### config.mk
export PLATFORM = sky130hd
export DESIGN_NAME = fetch_unit_flat
export DESIGN_NICKNAME = d
export VERILOG_FILES = /design/src/rtl/fetch_unit_if.sv /design/src/rtl/fetch_unit.sv /design/src/flat_wrapper.sv
export SDC_FILE = /design/constraint.sdc
export NUM_CORES = 1
export LEC_CHECK = 0
export ABC_AREA = 1
export BUFFER_PORTS_ARGS = -buffer_cell sky130_fd_sc_hd__buf_2
export CORE_UTILIZATION = 35
export DETAILED_ROUTE_END_ITERATION = 10
export SYNTH_ARGS = -nofsm -noshare
export SYNTH_HDL_FRONTEND = slang
export SYNTH_SLANG_ARGS = --single-unit
### constraint.sdc
create_clock -name clk_i -period 1.98 [get_ports clk_i]
set_clock_uncertainty 0.05 [all_clocks]
set_input_delay 0.594 -clock clk_i [delete_from_list [all_inputs] [get_ports clk_i]]
set_output_delay 0.594 -clock clk_i [all_outputs]
set_load 0.05 [all_outputs]
### src/rtl/fetch_unit_if.sv
// Instruction-memory request/acknowledge bus between the fetch stage and instruction memory.
// The fetch stage is the master: it drives the request and address, memory answers with
// an acknowledge and the fetched word in the same cycle.
interface fetch_unit_if;
    logic        imem_req_o;
    logic [31:0] imem_addr_o;
    logic        imem_ack_i;
    logic [31:0] imem_data_i;

    modport master (
        output imem_req_o,
        output imem_addr_o,
        input  imem_ack_i,
        input  imem_data_i
    );

    modport slave (
        input  imem_req_o,
        input  imem_addr_o,
        output imem_ack_i,
        output imem_data_i
    );
endinterface

### src/rtl/fetch_unit.sv
// Instruction-fetch stage: owns the PC, issues word fetches over a req/ack handshake and
// writes the IF/ID pipeline register under control of the hazard unit and branch redirect.
// Request and address are functions of registered state only, so the hazard/branch controls
// never reach the memory bus combinationally.
module fetch_unit #(
    parameter logic [31:0] RESET_PC = 32'h0000_0000
) (
    input  logic                clk_i,
    input  logic                rst_i,
    input  logic                pc_select_i,
    input  logic [31:0]         branch_target_i,
    input  logic                pc_write_i,
    input  logic                if_write_i,
    input  logic                if_flush_i,
    fetch_unit_if.master        imem,
    output logic [31:0]         pc_o,
    output logic [31:0]         if_id_instr_o,
    output logic [31:0]         if_id_pc_plus4_o,
    output logic                if_id_valid_o
);

    typedef enum logic [1:0] {
        StBoot,
        StFetch,
        StWait,
        StDiscard
    } state_e;

    state_e      state_q, state_d;
    logic [31:0] pc_q, pc_d;
    logic [31:0] buf_q, buf_d;
    logic [31:0] drop_addr_q, drop_addr_d;
    logic [31:0] if_id_instr_q, if_id_instr_d;
    logic [31:0] if_id_pc_plus4_q, if_id_pc_plus4_d;
    logic        if_id_valid_q, if_id_valid_d;

    logic        in_fetch;
    logic        avail;
    logic        advance;
    logic        flush;
    logic [31:0] instr_src;
    logic [31:0] pc_plus4;
    logic [31:0] target_aligned;

    // Decode the current-cycle fetch conditions shared by the PC, FSM and IF/ID logic.
    always_comb begin
        in_fetch       = (state_q == StFetch);
        // An instruction is available either straight off the bus or from the park buffer.
        avail          = (in_fetch && imem.imem_ack_i) || (state_q == StWait);
        advance        = avail && pc_write_i && if_write_i && !pc_select_i;
        flush          = pc_select_i || if_flush_i;
        instr_src      = (state_q == StWait) ? buf_q : imem.imem_data_i;
        pc_plus4       = pc_q + 32'd4;
        // Low address bits of the target are meaningless for word fetch; drop them.
        target_aligned = branch_target_i & ~32'd3;
    end

    // Next-state logic for the fetch FSM, the park buffer and the drained address.
    always_comb begin
        state_d     = state_q;
        buf_d       = buf_q;
        drop_addr_d = drop_addr_q;
        unique case (state_q)
            StBoot: begin
                state_d = StFetch;
            end
            StFetch: begin
                if (pc_select_i && !imem.imem_ack_i) begin
                    // Request still outstanding: keep its address on the bus until it drains.
                    state_d     = StDiscard;
                    drop_addr_d = pc_q;
                end else if (pc_select_i) begin
                    state_d = StFetch;
                end else if (imem.imem_ack_i && advance) begin
                    state_d = StFetch;
                end else if (imem.imem_ack_i) begin
                    // Pipeline stalled: park the word so it is not fetched twice.
                    state_d = StWait;
                    buf_d   = imem.imem_data_i;
                end else begin
                    state_d = StFetch;
                end
            end
            StWait: begin
                if (advance || pc_select_i) begin
                    state_d = StFetch;
                end
            end
            StDiscard: begin
                if (imem.imem_ack_i) begin
                    state_d = StFetch;
                end
            end
            default: begin
                state_d = StBoot;
            end
        endcase
    end

    // PC update: redirect wins over sequential advance, otherwise hold.
    always_comb begin
        pc_d = pc_q;
        if (pc_select_i) begin
            pc_d = target_aligned;
        end else if (advance) begin
            pc_d = pc_plus4;
        end
    end

    // IF/ID update: flush, load, memory-stall bubble, or hold.
    always_comb begin
        if_id_instr_d    = if_id_instr_q;
        if_id_pc_plus4_d = if_id_pc_plus4_q;
        if_id_valid_d    = if_id_valid_q;
        if (flush) begin
            if_id_instr_d    = 32'd0;
            if_id_pc_plus4_d = 32'd0;
            if_id_valid_d    = 1'b0;
        end else if (if_write_i && avail) begin
            if_id_instr_d    = instr_src;
            if_id_pc_plus4_d = pc_plus4;
            if_id_valid_d    = 1'b1;
        end else if (if_write_i) begin
            if_id_instr_d    = 32'd0;
            if_id_pc_plus4_d = 32'd0;
            if_id_valid_d    = 1'b0;
        end
    end

    // State registers; reset abandons any in-flight request immediately.
    always_ff @(posedge clk_i or negedge rst_i) begin
        if (!rst_i) begin
            state_q          <= StBoot;
            pc_q             <= RESET_PC;
            buf_q            <= 32'd0;
            drop_addr_q      <= 32'd0;
            if_id_instr_q    <= 32'd0;
            if_id_pc_plus4_q <= 32'd0;
            if_id_valid_q    <= 1'b0;
        end else begin
            state_q          <= state_d;
            pc_q             <= pc_d;
            buf_q            <= buf_d;
            drop_addr_q      <= drop_addr_d;
            if_id_instr_q    <= if_id_instr_d;
            if_id_pc_plus4_q <= if_id_pc_plus4_d;
            if_id_valid_q    <= if_id_valid_d;
        end
    end

    // Bus and debug outputs, driven from registered state only.
    always_comb begin
        imem.imem_req_o  = (state_q == StFetch) || (state_q == StDiscard);
        imem.imem_addr_o = (state_q == StDiscard) ? drop_addr_q : pc_q;
        pc_o             = pc_q;
        if_id_instr_o    = if_id_instr_q;
        if_id_pc_plus4_o = if_id_pc_plus4_q;
        if_id_valid_o    = if_id_valid_q;
    end

endmodule

### src/flat_wrapper.sv
// flat-port wrapper written by rule: the top's interface ports become plain ports
module fetch_unit_flat 
#(
    parameter logic [31:0] RESET_PC = 32'h0000_0000
)
  (clk_i, rst_i, pc_select_i, branch_target_i, pc_write_i, if_write_i, if_flush_i, pc_o, if_id_instr_o, if_id_pc_plus4_o, if_id_valid_o, imem_imem_req_o, imem_imem_addr_o, imem_imem_ack_i, imem_imem_data_i);
  fetch_unit_if imem_i ();
  input  logic clk_i;
  input  logic rst_i;
  input  logic pc_select_i;
  input  logic [31:0] branch_target_i;
  input  logic pc_write_i;
  input  logic if_write_i;
  input  logic if_flush_i;
  output logic [31:0] pc_o;
  output logic [31:0] if_id_instr_o;
  output logic [31:0] if_id_pc_plus4_o;
  output logic if_id_valid_o;
  output wire logic [$bits(imem_i.imem_req_o)-1:0] imem_imem_req_o;
  output wire logic [$bits(imem_i.imem_addr_o)-1:0] imem_imem_addr_o;
  input wire logic [$bits(imem_i.imem_ack_i)-1:0] imem_imem_ack_i;
  input wire logic [$bits(imem_i.imem_data_i)-1:0] imem_imem_data_i;
  assign imem_imem_req_o = imem_i.imem_req_o;
  assign imem_imem_addr_o = imem_i.imem_addr_o;
  assign imem_i.imem_ack_i = imem_imem_ack_i;
  assign imem_i.imem_data_i = imem_imem_data_i;
  fetch_unit #(.RESET_PC(RESET_PC)) u_core (.clk_i(clk_i), .rst_i(rst_i), .pc_select_i(pc_select_i), .branch_target_i(branch_target_i), .pc_write_i(pc_write_i), .if_write_i(if_write_i), .if_flush_i(if_flush_i), .imem(imem_i), .pc_o(pc_o), .if_id_instr_o(if_id_instr_o), .if_id_pc_plus4_o(if_id_pc_plus4_o), .if_id_valid_o(if_id_valid_o));
endmodule
==> results.toml, run 1 <==
[synth]
synth_top_area_cell = "dfrtp_1"
async_reset_ff_share_pct = 100
yosysTopAreaCellShare_pct = 50.9
synth_area_per_cell_um2 = 7.50
yosys-top-cells-area = "dfrtp_1, nand2_1, o21ai_0"
synth_edf_count = 0
synth_mux_area_share_pct = 0
synth_compound_gate_area_share_pct = 10.8
yosysMostFrequentCell = "nand2_1"
syn-cell-area_um2 = 7760
ys_seq_area_share_pct = 50.9
synth_flop_cell = "dfrtp_1"
yosysWarnings = 0
synth_common_cells = "nand2_1, dfrtp_1, o21ai_0"
synth_xor_area_share_pct = 1.47
synthSimpleGateAreaFrac_pct = 27.9
ys_types = 24
synth_top_family_by_area = "simple AND/OR/NAND/NOR gates"
ys_ff_latch = 158
netlist_instances = 1036
synthAdderAreaFrac_pct = 0.161

[finish]
regArea_um2 = 3950
fill_cells = 2177
area.growth.synth_to_final_pct = 32.6
fin_nets = 1311
layout-drive-gt1-share_pct = 24.5
diodes = 0
multi_input_area_um2 = 3300

[sta]
worst_hold_slack_ns = 0.0290
hold_viol_final = 0
fmax_mhz = 463
worst_slew_pin_slew_ns = 0.542
layout_setup_ws_ns = -0.178
relSlewSlack_pct = 63.8
report.final.slew_viol_count = 0
rsz0062_at_grt = "yes"
finalSetupViolCount = 30
period_minus_slack_ns = 2.16
finalCritPeriodShare_pct = 109

[job]
max_cap_violations = 0

[cts]
path_clk_slew_ns = 0.07
clock_sinks = 158
worstSkewPairLatency_ns = 0.42
numCtsBuffers = 17
cts_buffer_depth = 2
cts.htree.levels = 4
tritoncts = "built"
cts_hold_buf = 0
cts_root_buffer = "clkbuf_16"

[grt]
track_usage_pct = 21.5
grt_pass1_vias = 6929
grt_overflow = 0
grt_max_degree = 65
antenna_found_initial = 2
grt_pass1_wl_um = 37400

[worst_setup_path]
crit_arrival_ns = 1.51
critPathMaxFanout = 5
reg2reg_slack_ns = 0.16
end_kind = "output port"
crit_type = "reg -> out"
cp.required_ns = 1.34
cp-start-kind = "register"

[drt]
drc = 0
drt_iter0_markers = 473
wl_per_cell_um = 15.3
wirelength_um = 23400
ant_nets = 0
vias = 7284
avgViaCountPerCell = 4.76
first_pass_iters = 5

[power]
peakVddDrop_mv = 0.567
power.leakage_nw = 5.60
powerDensity_nw_per_um2 = 1200

[floorplan]
die_w_um = 151
die_area_um2 = 22800
core_um2 = 21800
start_util_pct = 35.7
die_h_um = 151
pin_count = 201
rows = 54

[place]
pre_cts_slack_ns = 0.0586
io_buffers = 194
routabilityCongestion = 0.830
dpl.hpwl_um = 16300

[run_status]
status = "finished, violations left"
violations = "negative setup slack"

[worst_hold_path]
hold_class = "in -> async"
==> flip-flops by register name, indices dropped and copies added, names as in the netlist <==
name / cells
u_core.buf_q: 32
u_core.drop_addr_q: 30
u_core.if_id_instr_o: 32
u_core.if_id_pc_plus4_o: 31
u_core.if_id_valid_o: 1
u_core.pc_o: 30
u_core.state_q: 2
==> what timing repair did <==
| action | in CTS | in global routing |
|---|---|---|
| cloned | 2 | 2 |
| endpoints found under the setup margin | 30 | 33 |
| hold endpoints to repair | 0 | 0 |
| pin swaps | 1 | 1 |
| resized for setup | 77 | 22 |
| buffers inserted | 3 | 0 |
==> logic make-up (layout without fill, tap and decap cells) <==
logic type / after synthesis / count (layout)
AO/OA/AOI/OAI: 166 / 166
XOR/XNOR: 13 / 13
adder cells (fa/ha/maj): 1 / 1
buffers and inverters: 154 / 366
flip-flops: 158 / 158
other: 1 / 4
AND/OR/NAND/NOR: 543 / 543
==> per-layer routing <==
layer / part of all wire, % / GRT usage [%] / vias to the layer above
met2: 47 / 34.9 / 200
met5: 0.094 / 0 / -
met4: 0.76 / 3.90 / 4
met1: 45 / 28.7 / 3441
met3: 7.2 / 6.20 / 16
li1: - / - / 3623
==> layout make-up <==
| class | instances | area share (%) |
|---|---|---|
| flip-flops and latches | 158 | 38.4 |
| multi-input cells | 727 | 32.1 |
| repair buffers | 232 | 16.5 |
| clock buffers | 20 | 4.44 |
| inverters | 102 | 3.79 |
| well taps | 280 | 3.40 |
| clock inverters | 11 | 1.37 |
| repair inverters | 1 | 0.0608 |
==> path summary, 6_finish.rpt <==
kind / startpoint / end / cells after the start
max: u_core.state_q[0]$_DFFE_PN0P_ / imem_imem_addr_o[12] / 5
min: rst_i / u_core.drop_addr_q[11]$_DFFE_PN0P_ / 1
max reg2reg: u_core.state_q[1]$_DFFE_PN0P_ / u_core.state_q[1]$_DFFE_PN0P_ / 10
min reg2reg: u_core.if_id_pc_plus4_o[14]$_DFFE_PN0P_ / u_core.if_id_pc_plus4_o[14]$_DFFE_PN0P_ / 2
max in group asynchronous: rst_i / u_core.drop_addr_q[29]$_DFFE_PN0P_ / 2
min in group clk_i: branch_target_i[12] / u_core.pc_o[12]$_DFFE_PN0P_ / 3
==> power breakdown <==
group	total (mW)	switching (mW)	internal, mW
combinational	4.54	2.97	1.58
clock	3.39	1.36	2.04
sequential	4.43	0.460	3.97
total	12.4	4.79	7.58
==> critical path, cell delays in order, from the launching register on <==
cell	delay, ns
dfrtp_1	0.41
nand2_4	0.13
inv_8	0.07
buf_4	0.16
o21ai_2	0.15
buf_6	0.18
==> cells in the final DEF, fill, tap and decap left out, types with 2 or more instances in the layout <==
| master | n |
|---|---|
| o21ai_4 | 3 |
| nand3_1 | 52 |
| buf_8 | 2 |
| buf_12 | 14 |
| o21ai_0 | 96 |
| buf_16 | 2 |
| conb_1 | 4 |
| o21ai_1 | 39 |
| clkinv_2 | 4 |
| nor2_4 | 2 |
| nand4_1 | 2 |
| clkinvlp_4 | 3 |
| buf_6 | 30 |
| dfrtp_1 | 158 |
| inv_1 | 99 |
| xor2_1 | 13 |
| inv_2 | 2 |
| bufinv_16 | 3 |
| clkbuf_16 | 18 |
| buf_4 | 21 |
| o21ai_2 | 28 |
| nand3_4 | 2 |
| nand2_1 | 433 |
| clkbuf_8 | 2 |
| nor2_1 | 46 |
| buf_2 | 162 |
==> metrics by stage <==
stage | utilization [%] | instances | TNS (ns) | cell area [um2] | power (mW)
2_1_floorplan | - | 1039 | -5.49 | 7800 | 7.20
3_3_place_gp | 42.6 | 1493 | 0 | 9260 | 8.20
3_5_place_dp | 42.6 | 1493 | 0 | 9260 | 8.27
4_1_cts | 46.8 | 1529 | -4.99 | 10200 | 12.3
5_1_grt | 47.3 | 1531 | -6.80 | 10300 | 13.1
6_report | 47.3 | 1531 | -4.78 | 10300 | 12.4
(Power assumes the default switching activity.)
==> inputs of run 2 (changes only) <==
Settings changed: BUFFER_PORTS_ARGS -buffer_cell sky130_fd_sc_hd__buf_2 to -buffer_cell sky130_fd_sc_hd__clkbuf_2, CORE_UTILIZATION 35 to 53, PLACE_DENSITY set to 0.8.
==> run 2 against run 1 <==
Largest power group unchanged. Die area is 34% lower. Highest routed layer unchanged. Flip-flop and latch count is the same. Combinational power up 23%. Worst hold slack improved by 0.013 ns. Core utilization grew 29 points. First-iteration DRC count is 2.5% higher. Cell area up 3.9%. Global-route usage up 8.8 points. Total power rose by 12%. Critical path depth increased by 1. Non-clock buffer count is the same. The flow still finishes with violations (negative setup slack).
==> results.toml, run 2 (same netlist as run 1, synthesis figures left out) <==
[place]
dpl.hpwl_um = 14900
routabilityCongestion = 0.964
placed_area_um2 = 9470
io_buffers = 194
pre_cts_slack_ns = 0.0305
dp_cells = 1389

[floorplan]
die_area_um2 = 15100
die_w_um = 123
die_h_um = 123
core_um2 = 14100
start_util_pct = 55.1
pin_count = 201
rows = 43

[finish]
area.growth.synth_to_final_pct = 37.8
utilization_pct = 75.9
fin_nets = 1310
design_area_um2 = 10700
layout.cells.most_common_list = "nand2_1, clkbuf_2, dfrtp_1"
layout-drive-gt1-share_pct = 26.5
instances_no_fill = 1431
final_common_cell = "nand2_1"
diodes = 0

[grt]
grtUsageMet3_pct = 8.86
antenna_found_initial = 1
grt_pass1_wl_um = 34700
grt_max_degree = 65
gr-usage-met2_pct = 48.0
grt_pass1_vias = 7046
busiest_layer = "met2"
grt_overflow = 0
track_usage_pct = 30.3
grt_use_met1_pct = 38.8

[worst_setup_path]
crit_arrival_ns = 1.57
critPathMaxFanout = 8
crit_type = "reg -> out"
end_kind = "output port"
cp-start-kind = "register"
rr_worst_depth = 10
cp.required_ns = 1.34

[cts]
cts.htree.levels = 4
clock_sinks = 158
path_clk_slew_ns = 0.06
numCtsBuffers = 17
tritoncts = "built"
cts_buffer_depth = 2
cts_hold_buf = 0
cts_root_buffer = "clkbuf_16"
worstSkewPairLatency_ns = 0.42

[run_status]
status = "finished, violations left"
violations = "negative setup slack"

[power]
powerDensity_nw_per_um2 = 1290
total_power_mw = 13.8
peakVddDrop_mv = 0.698
power.leakage_nw = 5.69

[sta]
fmax_mhz = 452
hold_viol_final = 0
layout_setup_ws_ns = -0.234
finalSetupViolCount = 30
worst_slew_pin_slew_ns = 0.537
report.final.slew_viol_count = 0
rsz0062_at_grt = "yes"
finalCritPeriodShare_pct = 112
worst_hold_slack_ns = 0.0416
relSlewSlack_pct = 64.2
period_minus_slack_ns = 2.21
tns_ns = -6.34

[worst_hold_path]
hold_class = "in -> async"

[drt]
drc = 0
first_pass_iters = 5
vias = 7593
ant_nets = 0
wl_per_cell_um = 16.2
avgViaCountPerCell = 5.31
drt_iter0_markers = 485
wirelength_um = 23200

[job]
max_cap_violations = 0
==> run 2: final cells by class <==
type                    count  area [um2]
multi-input cells         727        3570
repair buffers            232        1900
fillers                   961        3400
well taps                 180         225
clock buffers              19         443
flip-flops and latches    158        3950
clock inverters            13         210
inverters                 102         390
==> run 2: final timing paths <==
kind	endpoint	slack [ns]	start
setup / recovery	imem_imem_addr_o[27]	-0.23	u_core.state_q[0]$_DFFE_PN0P_
hold / removal	u_core.if_id_pc_plus4_o[8]$_DFFE_PN0P_	0.04	rst_i
setup reg to reg	u_core.buf_q[19]$_DFFE_PN0P_	0.08	u_core.state_q[1]$_DFFE_PN0P_
hold reg to reg	u_core.if_id_pc_plus4_o[31]$_DFFE_PN0P_	0.43	u_core.if_id_pc_plus4_o[31]$_DFFE_PN0P_
max in group asynchronous	u_core.if_id_pc_plus4_o[24]$_DFFE_PN0P_	1.22	rst_i
min in group clk_i	u_core.pc_o[4]$_DFFE_PN0P_	0.35	branch_target_i[4]
==> run 2: metal layers <==
metal,vias up,share of wire (%)
met2,353,48
met4,2,3.2
li1,3621,-
met1,3555,40
met5,-,0.056
met3,62,8.8
==> run 2: timing repair <==
| action | 4_1_cts | 5_1_grt |
|---|---|---|
| buffers inserted | 1 | 3 |
| hold endpoints to repair | 0 | 0 |
| gates resized for setup | 47 | 43 |
| pin swaps | 0 | 1 |
| gates cloned | 2 | 4 |
| endpoints found under the setup margin | 30 | 31 |
==> run 2: power by group <==
part	total, mW	internal (mW)	switching [mW]	leakage, nW
combinational	5.60	2.20	3.39	3.33
clock	3.64	2.28	1.37	0.302
sequential	4.55	3.97	0.580	2.06
total	13.8	8.45	5.34	5.69
==> run 2: worst max-delay path, stage by stage (launching register included) <==
cell	delay, ns
dfrtp_1	0.37
nand2_2	0.11
inv_8	0.15
clkbuf_16	0.18
nand2_1	0.09
o21ai_4	0.08
buf_12	0.15
==> inputs of run 3 (changes only) <==
Settings changed: HOLD_SLACK_MARGIN set to 0.03, RECOVER_POWER set to 100.
Clock period 1.98 ns to 2.1 ns, I/O delays scaled along.
==> run 3 against run 2 <==
The run still ends with negative setup slack left. Clock power shrank 20%. Die area is the same. Total power shrank 11%. Sequential power shrank 7.0%. Routed wire length shrank 0.34%. Final cell count shrank 0.49%. Sequential share of layout area grew 1.1 points. Cell area shrank 2.9%. Flip-flop and latch count is the same. Largest power group unchanged. Highest routed layer is now met4.
==> results.toml, run 3 (same netlist as run 1, synthesis figures left out) <==
[grt]
grt_pass1_vias = 7113
grt_max_degree = 65
grt_overflow = 0
grt_pass1_wl_um = 36400
antenna_found_initial = 0
track_usage_pct = 31.5

[floorplan]
die_w_um = 123
die_area_um2 = 15100
die_h_um = 123
start_util_pct = 55.1
pin_count = 201
core_um2 = 14100
rows = 43

[cts]
worstSkewPairLatency_ns = 0.42
path_clk_slew_ns = 0.06
tritoncts = "built"
numCtsBuffers = 17
cts.htree.levels = 4
cts_root_buffer = "clkbuf_16"
cts_buffer_depth = 2
clock_sinks = 158

[place]
io_buffers = 194
dpl.hpwl_um = 15100
dp_cells = 1384
pre_cts_slack_ns = 0.146
placed_area_um2 = 9460
routabilityCongestion = 0.984

[sta]
layout_setup_ws_ns = -0.142
finalCritPeriodShare_pct = 107
worst_slew_pin_slew_ns = 1.15
fmax_mhz = 446
rsz0062_at_grt = "yes"
hold_viol_final = 0
finalSetupViolCount = 30
period_minus_slack_ns = 2.24
relSlewSlack_pct = 23.5
report.final.slew_viol_count = 0

[run_status]
violations = "negative setup slack"
status = "finished, violations left"

[drt]
drc = 0
first_pass_iters = 8
drt_iter0_markers = 636
avgViaCountPerCell = 5.34
ant_nets = 0
wirelength_um = 23100
vias = 7610
wl_per_cell_um = 16.2

[power]
pwr-share-clk_pct = 23.9
swShare_pct = 39.0
powerDensity_nw_per_um2 = 1180
power.leakage_nw = 5.57
p_seq_share_pct = 34.5
p_int_mw = 7.49
switchingPower_mw = 4.78
p_comb_share_pct = 41.6
peakVddDrop_mv = 0.723

[worst_setup_path]
cp.required_ns = 1.42
cp-start-kind = "register"
end_kind = "output port"
reg2reg_from = "u_core.state_q[0]$_DFFE_PN0P_"
critPathLaunch = "u_core.state_q[0]$_DFFE_PN0P_"
critPathMaxFanout = 8
crit_type = "reg -> out"
crit_arrival_ns = 1.56

[finish]
final_common_cell = "nand2_1"
area.growth.synth_to_final_pct = 33.8
design_area_um2 = 10400
layout.cells.most_common_list = "nand2_1, clkbuf_2, dfrtp_1"
diodes = 0
layout-drive-gt1-share_pct = 23.5
fin_nets = 1305
instances_no_fill = 1424

[worst_hold_path]
hold_class = "in -> async"

[job]
max_cap_violations = 0
## run 3: cell count changes in the layout (fill, tap and decap cells not counted), sizes merged
cell      before  now
clkinvlp       5    2
clkinv         1    3
clkbuf       184  200
buf           67   51
inv          104  102
bufinv         5    1
## run 3: repair_timing
item | in CTS | in global routing
hold buffers | 0 | 0
buffers inserted | 3 | 1
cloned | 3 | 3
resized for setup | 54 | 10
pin swaps | 0 | 1
setup endpoints to repair | 30 | 30
## run 3: layer usage
| metal | vias to the layer above | track usage (%) | share of wire [%] |
|---|---|---|---|
| met5 | - | 0 | 0 |
| met4 | 0 | 12.8 | 2.7 |
| met3 | 60 | 8.03 | 9.1 |
| met2 | 380 | 49.3 | 48 |
| met1 | 3556 | 42.1 | 41 |
| li1 | 3614 | - | - |
## run 3: worst paths after layout
kind / end / slack, ns / cells past startpoint
min reg2reg: u_core.if_id_instr_o[23]$_DFFE_PN0P_ / 0.43 / 2
min in group clk_i: u_core.pc_o[2]$_DFFE_PN0P_ / 0.38 / 3
min: u_core.drop_addr_q[3]$_DFFE_PN0P_ / 0.38 / 1
max: imem_imem_addr_o[11] / -0.14 / 6
max reg2reg: u_core.pc_o[9]$_DFFE_PN0P_ / 0.03 / 8
max in group asynchronous: u_core.if_id_pc_plus4_o[24]$_DFFE_PN0P_ / 0.36 / 2
## run 3: cell type report
| type | instances | area (um2) |
|---|---|---|
| tap | 180 | 225 |
| inverter | 102 | 390 |
| clock inverter | 6 | 60.1 |
| timing repair buffer | 227 | 1820 |
| multi-input combinational | 727 | 3450 |
| clock buffer | 24 | 492 |
| sequential | 158 | 3950 |
| fill | 1022 | 3700 |
## run 3: stage by stage
stage | utilization [%] | power (mW) | TNS, ns | hold WS, ns
2_1_floorplan | - | 6.79 | -3.45 | 0.284
3_3_place_gp | 67.1 | 8.42 | 0 | 0.414
3_5_place_dp | 67.1 | 8.53 | 0 | 0.417
6_report | 73.7 | 12.3 | -3.31 | 0.378
4_1_cts | 73.6 | 12.0 | -4.08 | 0.101
5_1_grt | 73.7 | 12.8 | -8.87 | 0.387
## run 3: worst max-delay path: stages (launching register included)
cell       delay, ns
dfrtp_1         0.37
nand2_2         0.10
inv_8           0.15
clkbuf_16       0.18
nand2_1         0.10
o21ai_4         0.09
buf_12          0.15
## run 3: power groups by stage
stage | combinational, mW | sequential, mW | clock [mW]
2_1_floorplan | 2.26 | 4.52 | 0
3_3_place_gp | 4.23 | 4.19 | 0
3_5_place_dp | 4.30 | 4.23 | 0
4_1_cts | 4.87 | 4.19 | 2.94
5_1_grt | 5.41 | 4.30 | 3.07
6_report | 5.11 | 4.23 | 2.93
